File: config.mk
export PLATFORM = sky130hd
export DESIGN_NAME = rom_port_arbiter_flat
export DESIGN_NICKNAME = d
export VERILOG_FILES = /design/src/rtl/rom_port_arbiter_if.sv /design/src/rtl/rom_port_arbiter.sv /design/src/flat_wrapper.sv
export SDC_FILE = /design/constraint.sdc
export NUM_CORES = 1
export LEC_CHECK = 0
export ABC_CLOCK_PERIOD_IN_PS = 2600
export CAP_MARGIN = 20
export CORE_ASPECT_RATIO = 0.75
export CORE_MARGIN = 2
export CORE_UTILIZATION = 40
export DETAILED_ROUTE_END_ITERATION = 16
export PLACE_DENSITY = 0.78
export SLEW_MARGIN = 40
export SYNTH_ARGS = -nofsm -noshare
export SYNTH_HDL_FRONTEND = slang
export SYNTH_SLANG_ARGS = --single-unit
File: constraint.sdc
create_clock -name MCLK -period 2.6 [get_ports MCLK]
set_clock_uncertainty 0.2 [all_clocks]
set_input_delay 0.39 -clock MCLK [delete_from_list [all_inputs] [get_ports MCLK]]
set_output_delay 0.39 -clock MCLK [all_outputs]
set_load 0.02 [all_outputs]
File: src/rtl/rom_port_arbiter_if.sv
// Bundle of the loader write channel, console read channel and shared DDRAM ROM port
// seen by rom_port_arbiter. All handshakes are toggle style: req != ack means pending.
interface rom_port_arbiter_if #(
    parameter int ADDR_W = 24,
    parameter int DATA_W = 16
);
    logic              LOADING;

    logic              WR_REQ;
    logic              WR_ACK;
    logic [ADDR_W-1:0] WR_ADDR;
    logic [DATA_W-1:0] WR_DATA;

    logic              RD_REQ;
    logic              RD_ACK;
    logic [ADDR_W-1:0] RD_ADDR;
    logic [DATA_W-1:0] RD_DATA;

    logic              MEM_REQ;
    logic              MEM_ACK;
    logic              MEM_WE;
    logic [ADDR_W-1:0] MEM_ADDR;
    logic [DATA_W-1:0] MEM_DIN;
    logic [DATA_W-1:0] MEM_DOUT;

    // Arbiter view.
    modport slave (
        input  LOADING,
        input  WR_REQ, WR_ADDR, WR_DATA,
        input  RD_REQ, RD_ADDR,
        input  MEM_ACK, MEM_DOUT,
        output WR_ACK, RD_ACK, RD_DATA,
        output MEM_REQ, MEM_WE, MEM_ADDR, MEM_DIN
    );

    // Requesters plus memory, as seen from outside the arbiter.
    modport master (
        output LOADING,
        output WR_REQ, WR_ADDR, WR_DATA,
        output RD_REQ, RD_ADDR,
        output MEM_ACK, MEM_DOUT,
        input  WR_ACK, RD_ACK, RD_DATA,
        input  MEM_REQ, MEM_WE, MEM_ADDR, MEM_DIN
    );
endinterface

File: src/rtl/rom_port_arbiter.sv
// Shares the single toggle-handshake DDRAM ROM port between the loader write channel and
// the console read channel, with a starvation limit on the priority side.
module rom_port_arbiter #(
    parameter int ADDR_W     = 24,
    parameter int DATA_W     = 16,
    parameter int STARVE_MAX = 4
) (
    input  logic                 MCLK,
    input  logic                 RESET_N,
    rom_port_arbiter_if.slave    bus
);

    localparam int CNT_W = $clog2(STARVE_MAX + 1);

    typedef enum logic [1:0] {
        ST_INIT,
        ST_IDLE,
        ST_WAIT
    } state_e;

    state_e            state_q,    state_d;
    logic              wr_ack_q,   wr_ack_d;
    logic              rd_ack_q,   rd_ack_d;
    logic [DATA_W-1:0] rd_data_q,  rd_data_d;
    logic              mem_req_q,  mem_req_d;
    logic              mem_we_q,   mem_we_d;
    logic [ADDR_W-1:0] mem_addr_q, mem_addr_d;
    logic [DATA_W-1:0] mem_din_q,  mem_din_d;
    logic [CNT_W-1:0]  starve_q,   starve_d;

    logic wr_p, rd_p, prio_p, other_p;
    logic starved, grant_prio, grant_other, pick_wr;

    assign wr_p = bus.WR_REQ ^ wr_ack_q;
    assign rd_p = bus.RD_REQ ^ rd_ack_q;

    // LOADING selects the priority side; it only matters in IDLE, where a grant is made.
    assign prio_p      = bus.LOADING ? wr_p : rd_p;
    assign other_p     = bus.LOADING ? rd_p : wr_p;
    assign starved     = (starve_q == CNT_W'(STARVE_MAX)) && other_p;
    assign grant_prio  = prio_p && !starved;
    assign grant_other = other_p && !grant_prio;
    assign pick_wr     = bus.LOADING ? grant_prio : grant_other;

    // NOTE: sequential state uses non-blocking assignments so every register samples
    // the pre-edge values; combinational logic below uses blocking assignments.
    always_ff @(posedge MCLK or negedge RESET_N) begin
        if (!RESET_N) begin
            state_q    <= ST_INIT;
            wr_ack_q   <= 1'b0;
            rd_ack_q   <= 1'b0;
            rd_data_q  <= '0;
            mem_req_q  <= 1'b0;
            mem_we_q   <= 1'b0;
            mem_addr_q <= '0;
            mem_din_q  <= '0;
            starve_q   <= '0;
        end else begin
            state_q    <= state_d;
            wr_ack_q   <= wr_ack_d;
            rd_ack_q   <= rd_ack_d;
            rd_data_q  <= rd_data_d;
            mem_req_q  <= mem_req_d;
            mem_we_q   <= mem_we_d;
            mem_addr_q <= mem_addr_d;
            mem_din_q  <= mem_din_d;
            starve_q   <= starve_d;
        end
    end

    always_comb begin
        // NOTE: every variable gets its hold value first, so no path can infer a latch.
        state_d    = state_q;
        wr_ack_d   = wr_ack_q;
        rd_ack_d   = rd_ack_q;
        rd_data_d  = rd_data_q;
        mem_req_d  = mem_req_q;
        mem_we_d   = mem_we_q;
        mem_addr_d = mem_addr_q;
        mem_din_d  = mem_din_q;
        starve_d   = starve_q;

        unique case (state_q)
            ST_INIT: begin
                // Adopt the memory's phase so a late ack from before reset is not
                // mistaken for a completion.
                mem_req_d = bus.MEM_ACK;
                state_d   = ST_IDLE;
            end

            ST_IDLE: begin
                if (!other_p || grant_other) begin
                    starve_d = '0;
                end else if (grant_prio) begin
                    // Cannot overflow: at STARVE_MAX with the other side pending, it wins.
                    starve_d = starve_q + CNT_W'(1);
                end

                if (wr_p || rd_p) begin
                    mem_we_d   = pick_wr;
                    mem_addr_d = pick_wr ? bus.WR_ADDR : bus.RD_ADDR;
                    if (pick_wr) begin
                        mem_din_d = bus.WR_DATA;
                    end
                    mem_req_d  = ~mem_req_q;
                    state_d    = ST_WAIT;
                end
            end

            ST_WAIT: begin
                if (bus.MEM_ACK == mem_req_q) begin
                    if (mem_we_q) begin
                        wr_ack_d = bus.WR_REQ;
                    end else begin
                        rd_data_d = bus.MEM_DOUT;
                        rd_ack_d  = bus.RD_REQ;
                    end
                    state_d = ST_IDLE;
                end
            end

            default: state_d = ST_INIT;
        endcase
    end

    assign bus.WR_ACK   = wr_ack_q;
    assign bus.RD_ACK   = rd_ack_q;
    assign bus.RD_DATA  = rd_data_q;
    assign bus.MEM_REQ  = mem_req_q;
    assign bus.MEM_WE   = mem_we_q;
    assign bus.MEM_ADDR = mem_addr_q;
    assign bus.MEM_DIN  = mem_din_q;

endmodule

File: src/flat_wrapper.sv
// flat-port wrapper written by rule: the top's interface ports become plain ports
module rom_port_arbiter_flat 
#(
    parameter int ADDR_W     = 24,
    parameter int DATA_W     = 16,
    parameter int STARVE_MAX = 4
)
  (MCLK, RESET_N, bus_LOADING, bus_WR_REQ, bus_WR_ADDR, bus_WR_DATA, bus_RD_REQ, bus_RD_ADDR, bus_MEM_ACK, bus_MEM_DOUT, bus_WR_ACK, bus_RD_ACK, bus_RD_DATA, bus_MEM_REQ, bus_MEM_WE, bus_MEM_ADDR, bus_MEM_DIN);
  rom_port_arbiter_if #(.ADDR_W(ADDR_W), .DATA_W(DATA_W)) bus_i ();
  input  logic MCLK;
  input  logic RESET_N;
  input wire logic [$bits(bus_i.LOADING)-1:0] bus_LOADING;
  input wire logic [$bits(bus_i.WR_REQ)-1:0] bus_WR_REQ;
  input wire logic [$bits(bus_i.WR_ADDR)-1:0] bus_WR_ADDR;
  input wire logic [$bits(bus_i.WR_DATA)-1:0] bus_WR_DATA;
  input wire logic [$bits(bus_i.RD_REQ)-1:0] bus_RD_REQ;
  input wire logic [$bits(bus_i.RD_ADDR)-1:0] bus_RD_ADDR;
  input wire logic [$bits(bus_i.MEM_ACK)-1:0] bus_MEM_ACK;
  input wire logic [$bits(bus_i.MEM_DOUT)-1:0] bus_MEM_DOUT;
  output wire logic [$bits(bus_i.WR_ACK)-1:0] bus_WR_ACK;
  output wire logic [$bits(bus_i.RD_ACK)-1:0] bus_RD_ACK;
  output wire logic [$bits(bus_i.RD_DATA)-1:0] bus_RD_DATA;
  output wire logic [$bits(bus_i.MEM_REQ)-1:0] bus_MEM_REQ;
  output wire logic [$bits(bus_i.MEM_WE)-1:0] bus_MEM_WE;
  output wire logic [$bits(bus_i.MEM_ADDR)-1:0] bus_MEM_ADDR;
  output wire logic [$bits(bus_i.MEM_DIN)-1:0] bus_MEM_DIN;
  assign bus_i.LOADING = bus_LOADING;
  assign bus_i.WR_REQ = bus_WR_REQ;
  assign bus_i.WR_ADDR = bus_WR_ADDR;
  assign bus_i.WR_DATA = bus_WR_DATA;
  assign bus_i.RD_REQ = bus_RD_REQ;
  assign bus_i.RD_ADDR = bus_RD_ADDR;
  assign bus_i.MEM_ACK = bus_MEM_ACK;
  assign bus_i.MEM_DOUT = bus_MEM_DOUT;
  assign bus_WR_ACK = bus_i.WR_ACK;
  assign bus_RD_ACK = bus_i.RD_ACK;
  assign bus_RD_DATA = bus_i.RD_DATA;
  assign bus_MEM_REQ = bus_i.MEM_REQ;
  assign bus_MEM_WE = bus_i.MEM_WE;
  assign bus_MEM_ADDR = bus_i.MEM_ADDR;
  assign bus_MEM_DIN = bus_i.MEM_DIN;
  rom_port_arbiter #(.ADDR_W(ADDR_W), .DATA_W(DATA_W), .STARVE_MAX(STARVE_MAX)) u_core (.MCLK(MCLK), .RESET_N(RESET_N), .bus(bus_i));
endmodule
==> results.toml <==
[global_route]
grt_use_total_pct = 18.5
grt_pass1_vias = 2234
grt_pass1_wl_mm = 11.2
gr-total-overflow = 0
antenna_found_initial = 0
grt_max_degree = 45

[floorplan]
rows = 26
die_height_microns = 77.4
die_area_sq_um = 7880
core_area_sq_um = 6900
num_io_pins = 146
die_w_microns = 102
start_util_pct = 41.6

[clock_tree]
clk_latency_ns = 0.34
cts-root-buf = "clkbuf_8"
clock_sinks = 65
cts_setup_buffers = 0
htreeDepth = 3
cts_resized = 0
cts_made_buffers = 9
clk_pin_slew_ns = 0.07
clock_path_buffers = 2
cts_tree = "built"

[synthesis]
synthesis.nets = 287
ys.flop_type = "dfrtp_1"
ys_ff_latch = 65
ys_types = 33
ys_seq_area_share_pct = 56.6
yosys.area.top_type = "dfrtp_1"
syn-instance-count = 199
async_flop_share_pct = 100
synth_top_cell_area_share_pct = 56.6
ys_warn_count = 0
synth_area_leaders = "dfrtp_1 57%, mux2_4 7.8%, o221a_1 6.3%"
syn_area_per_cell_sq_um = 14.4
synth_area_sq_um = 2870
synth_edf_count = 0

[critical_path]
cp-start-kind = "register"
cp.arrival_ns = 2.07
crit_path_max_fanout = 24
cpPeakStageDelay_ns = 0.41
path_cells = "inv_1 > ha_1 > nand2_1 > xnor2_1 > o211ai_4 > buf_12 > mux2_1"
crit_type = "reg -> reg"
cp.required_ns = 2.61
slowest_stage = "dfrtp_1"
cp-end-kind = "register"

[pwr]
leakage_nw = 1.92
ir_worst_vdd_mv = 0.589
p_int_mw = 3.89
power.density_nw_per_um2 = 1280
p_seq_share_pct = 30.1
power_switching_mw = 2.12
p_clk_share_pct = 17.3
switching_share_pct = 35.2
comb_power_share_pct = 52.6

[drt]
drt_pass1_iterations = 4
via_per_inst = 4.83
wl_per_cell_microns = 15.4
route.vias.total = 2193
drc = 0
ant_nets = 0
drt_iter0_markers = 69
routed_wl_mm = 6.99

[sta]
finalHoldViolations = 0
max_slew_margin_pct = 65.7
min_period_over_period_pct = 79.3
final_max_slew_viol_count = 0
whs_ns = 0.284
finalSetupViolations = 0
grt_setup_unrepaired = "no"
fin_setup_tns_ns = 0
finalCriticalPeriod_ns = 2.06
tightest_slew_ns = 0.515
fmax_mhz = 485

[placement]
io_buffer_count = 145
gp_congestion = 0.740
hpwl_mm = 5.00
placedCellCount = 437
dpl_cell_area_sq_um = 4440

[final_layout]
final_cell_area_sq_um = 4690
layout_common_cells = "144 x clkdlybuf4s50_1, 65 x dfrtp_1, 25 x nand2b_1, 16 x o221a_1, 15 x mux2_4"
final_common_cell = "clkdlybuf4s50_1"
layout.nets = 439
regArea_sq_um = 1630
multiInputGateArea_sq_um = 1160
drive_above_1_share_pct = 16.9
fillers = 535
areaGrowthSynthToFinish_pct = 63.4
stdcell_count = 454
diodes = 0
finish.utilization_pct = 68.1

[flow_run]
maxCapViolations = 0

[status]
status = "finished, final reports clean"

[min_path]
hold_path_class = "reg -> reg"
-- worst max-delay path: cells and delay by family (launching register included) --
kind                     cells  cell delay [ns]
AO/OA/AOI/OAI                1             0.12
XOR/XNOR                     1             0.34
flip-flops                   1             0.41
multiplexers                 1             0.32
AND/OR/NAND/NOR              1             0.10
buffers and inverters        2             0.27
adder cells (fa/ha/maj)      1             0.16
-- synth_stat cells (2+ instances only) --
master,n
nand2b_1,25
mux2i_1,2
nor2_1,4
xor2_2,2
nand2_1,7
buf_2,4
ha_1,2
o221a_1,16
buf_4,2
mux2_4,15
buf_6,3
inv_1,3
mux2_1,10
o21ai_0,4
dfrtp_1,65
mux2_2,9
nand3_1,2
xnor2_1,2
o221a_2,8
-- cell type report --
| cell class | instances | area share [%] |
|---|---|---|
| Sequential cell | 65 | 34.7 |
| Timing Repair Buffer | 151 | 32.6 |
| Multi-Input combinational cell | 121 | 24.7 |
| Clock buffer | 11 | 3.01 |
| Tap cell | 98 | 2.61 |
| Clock inverter | 5 | 2.19 |
| Inverter | 3 | 0.240 |
-- metal layers --
layer / part of all wire (%) / global-route usage [%]
met3: 8.4 / 7.30
met1: 45 / 24.5
met2: 45 / 28.2
met4: 1.6 / 5.33
met5: 0 / 0
-- per-stage QoR --
step	setup WS, ns	total power, mW
5_1_grt	0.434	6.37
2_1_floorplan	0.676	3.62
3_3_place_gp	0.352	4.93
4_1_cts	0.535	6.08
6_report	0.537	6.01
3_5_place_dp	0.316	5.00
-- worst paths after layout --
path / from / end / slack, ns / cells past startpoint
setup / recovery: u_core.starve_q[0]$_DFFE_PN0P_ / u_core.bus.MEM_DIN[8]$_DFFE_PN0P_ / 0.54 / 7
hold / removal: u_core.starve_q[2]$_DFFE_PN0P_ / u_core.starve_q[2]$_DFFE_PN0P_ / 0.28 / 1
setup reg to reg: u_core.starve_q[0]$_DFFE_PN0P_ / u_core.bus.MEM_DIN[8]$_DFFE_PN0P_ / 0.54 / 7
hold reg to reg: u_core.starve_q[2]$_DFFE_PN0P_ / u_core.starve_q[2]$_DFFE_PN0P_ / 0.28 / 1
max in group asynchronous: RESET_N / u_core.starve_q[2]$_DFFE_PN0P_ / 1.23 / 3
min in group asynchronous: RESET_N / u_core.bus.MEM_ADDR[13]$_DFFE_PN0P_ / 0.36 / 2
-- power by group through the flow --
stage / sequential, mW / combinational [mW] / clock [mW]
6_report: 1.81 / 3.16 / 1.04
5_1_grt: 1.88 / 3.38 / 1.12
4_1_cts: 1.81 / 3.20 / 1.07
3_5_place_dp: 1.82 / 3.18 / 0
3_3_place_gp: 1.81 / 3.12 / 0
2_1_floorplan: 2.38 / 1.25 / 0
-- cells by family (layout without fill, tap and decap cells) --
family / Yosys count / count (layout) / share of synthesized area (%)
AOI/OAI and AO/OA: 34 / 34 / 11.9
buffers and inverters: 13 / 170 / 3.49
adders and majority gates: 2 / 2 / 0.871
and+or+nand+nor: 44 / 44 / 9.02
muxes: 36 / 36 / 16.0
DFF: 65 / 65 / 56.6
xor gates and xnor gates: 5 / 5 / 2.05
-- sequential cells by signal, summed over array words and instances, names as in the netlist --
signal,count
u_core.state_q,2
u_core.bus.MEM_DIN,16
u_core.bus.MEM_REQ,1
u_core.bus.MEM_WE,1
u_core.bus.RD_DATA,16
u_core.bus.RD_ACK,1
u_core.bus.WR_ACK,1
u_core.starve_q,3
u_core.bus.MEM_ADDR,24
-- what timing repair did --
| item | CTS | global route |
|---|---|---|
| hold buffers | 1 | 0 |
| endpoints found under the hold margin | 21 | 0 |
| setup endpoints to repair | 0 | 0 |
No activity file was read; power rests on OpenSTA's default activity.
